==> config.mk <==
export PLATFORM = sky130hd
export DESIGN_NAME = regwrite_arbiter
export DESIGN_NICKNAME = d
export VERILOG_FILES = /design/src/rtl/regwrite_arbiter.sv
export SDC_FILE = /design/constraint.sdc
export NUM_CORES = 1
export LEC_CHECK = 0
export ABC_AREA = 1
export CAP_MARGIN = 15
export CORE_AREA = 10 10 150 152
export DETAILED_ROUTE_END_ITERATION = 8
export DIE_AREA = 0 0 160 162
export PLACE_DENSITY = 0.8
export REMOVE_ABC_BUFFERS = 1
export SLEW_MARGIN = 20
export SYNTH_ARGS = -nofsm -noshare
export SYNTH_HDL_FRONTEND = slang
export SYNTH_SLANG_ARGS = --single-unit
==> constraint.sdc <==
create_clock -name clk -period 4.25 [get_ports clk]
set_input_delay 1.0625 -clock clk [delete_from_list [all_inputs] [get_ports clk]]
set_output_delay 1.0625 -clock clk [all_outputs]
set_load 0.02 [all_outputs]
==> src/rtl/regwrite_arbiter.sv <==
// Arbitrates the single register-file write port between the WB stage and a small FIFO of long-unit results.
// Optional starvation guard: define REGWRITE_ARB_STARVE_EN to build the counter that forces the FIFO head onto the port.
module regwrite_arbiter #(
    parameter int DEPTH        = 2,
    parameter int STARVE_LIMIT = 4
) (
    input  logic        clk,
    input  logic        rst_n,
    input  logic        pipe_valid,
    input  logic        pipe_we,
    input  logic [4:0]  pipe_rd,
    input  logic [63:0] pipe_data,
    input  logic [63:0] pipe_pc,
    input  logic [31:0] pipe_inst,
    output logic        pipe_stall,
    input  logic        lu_valid,
    output logic        lu_ready,
    input  logic [4:0]  lu_rd,
    input  logic [63:0] lu_data,
    output logic        rf_we,
    output logic [4:0]  rf_addr,
    output logic [63:0] rf_data,
    output logic        commit_valid,
    output logic [63:0] commit_pc,
    output logic [31:0] commit_inst
);
    localparam int          AW         = $clog2(DEPTH);
    localparam logic [AW:0] FULL_COUNT = (AW+1)'(DEPTH);

    logic          live_q [DEPTH];
    logic [4:0]    rd_q   [DEPTH];
    logic [63:0]   data_q [DEPTH];
    logic [AW-1:0] wr_ptr;
    logic [AW-1:0] rd_ptr;
    logic [AW:0]   count;

    logic pipe_wr;
    logic fifo_empty;
    logic fifo_full;
    logic head_wr;
    logic starve_hit;
    logic fifo_grant;
    logic pipe_grant;
    logic push;
    logic store;
    logic store_live;
    logic pop;

    assign pipe_wr    = pipe_valid && pipe_we && (pipe_rd != 5'd0);
    assign fifo_empty = (count == '0);
    assign fifo_full  = (count == FULL_COUNT);
    assign head_wr    = !fifo_empty && live_q[rd_ptr];

    assign fifo_grant = head_wr && (fifo_full || starve_hit || !pipe_wr);
    assign pipe_grant = pipe_wr && !fifo_grant;

    // Long-unit results are older than the WB instruction, so a same-cycle push to the same rd is already dead.
    assign push       = lu_valid && lu_ready;
    assign store      = push && (lu_rd != 5'd0);
    assign store_live = !(pipe_grant && (lu_rd == pipe_rd));
    assign pop        = !fifo_empty && (fifo_grant || !live_q[rd_ptr]);

    assign lu_ready     = rst_n && !fifo_full;
    assign pipe_stall   = rst_n && pipe_wr && fifo_grant;
    assign commit_valid = rst_n && pipe_valid && !pipe_stall;
    assign commit_pc    = rst_n ? pipe_pc : '0;
    assign commit_inst  = rst_n ? pipe_inst : '0;

    always_comb begin
        rf_we   = 1'b0;
        rf_addr = '0;
        rf_data = '0;
        if (rst_n && fifo_grant) begin
            rf_we   = 1'b1;
            rf_addr = rd_q[rd_ptr];
            rf_data = data_q[rd_ptr];
        end else if (rst_n && pipe_grant) begin
            rf_we   = 1'b1;
            rf_addr = pipe_rd;
            rf_data = pipe_data;
        end
    end

    always_ff @(posedge clk or negedge rst_n) begin
        if (!rst_n) begin
            wr_ptr <= '0;
            rd_ptr <= '0;
            count  <= '0;
        end else begin
            if (store) wr_ptr <= wr_ptr + AW'(1);
            if (pop)   rd_ptr <= rd_ptr + AW'(1);
            count <= count + (AW+1)'(store) - (AW+1)'(pop);
        end
    end

    // Storage needs no reset: count alone decides which slots hold entries.
    always_ff @(posedge clk) begin
        for (int i = 0; i < DEPTH; i++) begin
            if (pipe_grant && (rd_q[i] == pipe_rd)) live_q[i] <= 1'b0;
        end
        if (store) begin
            live_q[wr_ptr] <= store_live;
            rd_q[wr_ptr]   <= lu_rd;
            data_q[wr_ptr] <= lu_data;
        end
    end

`ifdef REGWRITE_ARB_STARVE_EN
    localparam int              SW    = $clog2(STARVE_LIMIT + 1);
    localparam logic [SW-1:0]   LIMIT = SW'(STARVE_LIMIT);
    logic [SW-1:0] starve_cnt;

    always_ff @(posedge clk or negedge rst_n) begin
        if (!rst_n) begin
            starve_cnt <= '0;
        end else if (fifo_empty || pop) begin
            starve_cnt <= '0;
        end else if (head_wr && !fifo_grant && (starve_cnt != LIMIT)) begin
            starve_cnt <= starve_cnt + SW'(1);
        end
    end

    assign starve_hit = (starve_cnt == LIMIT);
`else
    // Without the guard the limit has no effect; this term is always false.
    assign starve_hit = (STARVE_LIMIT < 0);
`endif

endmodule
==> results.sh <==
export IMPL_setup_worst_path_start_class="input pin"
export IMPL_synth_warnings=0
export IMPL_cts_root_buf="clkbuf_16"
export IMPL_max_freq_mhz=239.6
export IMPL_numCtsBuffers=17
export IMPL_hold_viol=0
export IMPL_die_width_um=160
export IMPL_track_usage_pct=21.56
export IMPL_nNetsFinal=1537
export IMPL_die_area_um2=25920
export IMPL_p_total_w=0.005668
export IMPL_worstPathArrival_ps=3110
export IMPL_ys_top_cells_by_count="399 x nand2_1, 140 x edfxtp_1, 110 x inv_1"
export IMPL_r2r_start="count[0]$_DFF_PN0_"
export IMPL_p_sw_w=0.002112
export IMPL_wl_mm=29.73
export IMPL_leakage_nw=6.073
export IMPL_hold_path_class="register to register"
export IMPL_dp_cells=1542
export IMPL_status="finished clean"
export IMPL_grt_pass1_wl_mm=43.88
export IMPL_dp_hpwl_mm=23.15
export IMPL_drive_gt1_share_pct=5.500
export IMPL_avgRoutedWirePerCell_um=18.76
export IMPL_core_um2=19400
export IMPL_cts_tree="done"
export IMPL_start_util_pct=39.36
export IMPL_cts_sinks=144
export IMPL_holdWs_ps=504.5
export IMPL_ir_worst_vdd_mv=0.2825
export IMPL_r2r_cells=6
export IMPL_rows=51
export IMPL_ioPinCount=408
export IMPL_critical_path_required_ps=3190
export IMPL_syn_avg_cell_area_um2=8.446
export IMPL_htreeDepth=4
export IMPL_comb_power_share_pct=43.0
export IMPL_worst_pin_slew_ps=477.3
export IMPL_crit_path_frequent_cell="nand2_1"
export IMPL_antenna_found_initial=11
export IMPL_min_period_ps=4174
export IMPL_fin_util_pct=65.70
export IMPL_r2r_end="data_q[0][3]$_DFFE_PP_"
export IMPL_synth_top_cell_area_share_pct=55.06
export IMPL_yosysTopAreaCell="edfxtp_1"
export IMPL_first_pass_iters=5
export IMPL_first_iter_violations=549
export IMPL_crit_slowest_cell="clkdlybuf4s50_1"
export IMPL_slew_violations=0
export IMPL_synth_cell_types=23
export IMPL_grt_overflow=0
export IMPL_yosysSeqAreaShare_pct=56.37
export IMPL_crit_type="input pin to primary output"
export IMPL_portBuffers=407
export IMPL_async_flop_share_pct=2.778
export IMPL_endpoint="rf_data[13]"
export IMPL_synth_edff_count=140
export IMPL_ant_nets=0
export IMPL_synth_most_common_cell="nand2_1"
export IMPL_p_int_w=0.003557
export IMPL_gp_congestion=0.8931
export IMPL_finalSetupViolations=0
export IMPL_ys_ff_latch=144
export IMPL_postCtsHoldBufs=0
export IMPL_clkPwrFrac_pct=24.8
export IMPL_cp_cell_sequence="clkdlybuf4s50_1 -> nand2_1 -> inv_1 -> nand2_1 -> a21oi_4 -> buf_12 -> nand3_1 -> nand2_1 -> clkdlybuf4s50_1"
export IMPL_critPathMaxStageDelay_ps=610
export IMPL_grt_pass1_vias=7683
export IMPL_ff2ff_setup_slack_ps=2100
export IMPL_via_per_inst=4.838
export IMPL_swShare_pct=37.25
export IMPL_synth_area_um2=7635
export IMPL_drc=0
export IMPL_clockBufferDepth=2
export IMPL_ys_top_cells_by_area="edfxtp_1 55%, nand2_1 20%, nand4_1 5.7%, inv_1 5.4%, nand3_1 5.0%"
export IMPL_stdcell_count=1585
export IMPL_critPathLaunch="pipe_valid"
export IMPL_drv_cap=0
export IMPL_area_growth_synth_to_final_pct=66.93
export IMPL_power_density_nw_per_um2=444.7
export IMPL_grt_max_degree=63
export IMPL_clk_insertion_delay_late_ps=410
export IMPL_synth_ff_type="edfxtp_1"
export IMPL_fin_crit_sh_pct=98.22
export IMPL_finClkSkew_ps=14.22
export IMPL_relSlewSlack_pct=68.18
export IMPL_cp_max_fo=34
export IMPL_end_kind="primary output"
export IMPL_seqPwrFrac_pct=32.2
export IMPL_clk_pin_slew_ps=60
export IMPL_die_h_um=162
export IMPL_synthCells=904
export IMPL_vias=7669
==> worst min path at each step <==
stage / startpoint / endpoint / cells past startpoint
2_1_floorplan: wr_ptr$_DFFE_PN0N_ / wr_ptr$_DFFE_PN0N_ / 2
3_3_place_gp: wr_ptr$_DFFE_PN0N_ / wr_ptr$_DFFE_PN0N_ / 2
3_5_place_dp: wr_ptr$_DFFE_PN0N_ / wr_ptr$_DFFE_PN0N_ / 2
4_1_cts: wr_ptr$_DFFE_PN0N_ / wr_ptr$_DFFE_PN0N_ / 2
5_1_grt: wr_ptr$_DFFE_PN0N_ / wr_ptr$_DFFE_PN0N_ / 2
6_report: wr_ptr$_DFFE_PN0N_ / wr_ptr$_DFFE_PN0N_ / 2
==> cells by family after synthesis <==
group,Yosys count,synth area share [%]
adder cells (fa/ha/maj),2,0.3277
flip-flops,144,56.37
buffers and inverters,177,9.685
XOR/XNOR,15,1.721
AO/OA/AOI/OAI,6,0.5408
AND/OR/NAND/NOR,560,31.35
==> power groups by stage <==
stage | combinational (W) | clock [W] | sequential, W
finish | 0.00243 | 0.00141 | 0.00183
global route | 0.00265 | 0.00150 | 0.00184
CTS | 0.00248 | 0.00144 | 0.00183
detailed placement | 0.00247 | 0 | 0.00185
global placement | 0.00243 | 0 | 0.00185
floorplan | 0.00118 | 0 | 0.00191
==> metrics by stage <==
stage	setup WS (ps)	cell area [µm²]	setup TNS [ps]
4_1_cts	43.88	12660	0
3_5_place_dp	57.82	12100	0
6_report	75.58	12740	0
2_1_floorplan	-876.4	7312	-62370
5_1_grt	-29.05	12740	-29.51
3_3_place_gp	109.2	12100	0
==> state kept, by name (all words and copies together), names as in the netlist <==
register / count
rd_ptr: 1
live_q: 2
count: 2
wr_ptr: 1
data_q: 128
rd_q: 10
==> layout by cell type (no fill, tap or decap), types with 10 or more instances in the layout <==
cell,count
nor2_1,10
clkbuf_16,17
diode_2,11
inv_1,108
buf_12,11
nand3_1,76
clkdlybuf4s50_1,383
dlymetal6s2s_1,22
nand2_1,399
nand4_1,70
edfxtp_1,140
buf_4,22
xnor2_1,15
==> per-layer routing <==
layer  track usage [%]  share of wire, %
met5                 0                 0
met4             8.932               2.2
met3             6.977               8.5
met2             40.66                55
met1             21.27                35
==> critical path, delay by kind of cell <==
family	cells	cell delay [ps]
AND/OR/NAND/NOR	4	380
AO/OA/AOI/OAI	1	210
buffers and inverters	4	1440
==> area by class of cell <==
type                       count  area (µm²)
multi-input combinational    583        2596
tap                          265       331.6
inverter                     111       416.7
timing repair buffer         439        4506
clock inverter                14       132.6
sequential                   144        4305
fill                        1668        6654
antenna                       11       27.53
clock buffer                  18       429.2
==> timing repair <==
item	CTS	global route
buffers inserted	0	0
resized for setup	0	22
endpoints found under the setup margin	0	22
Power figures use the tool's default switching activity.
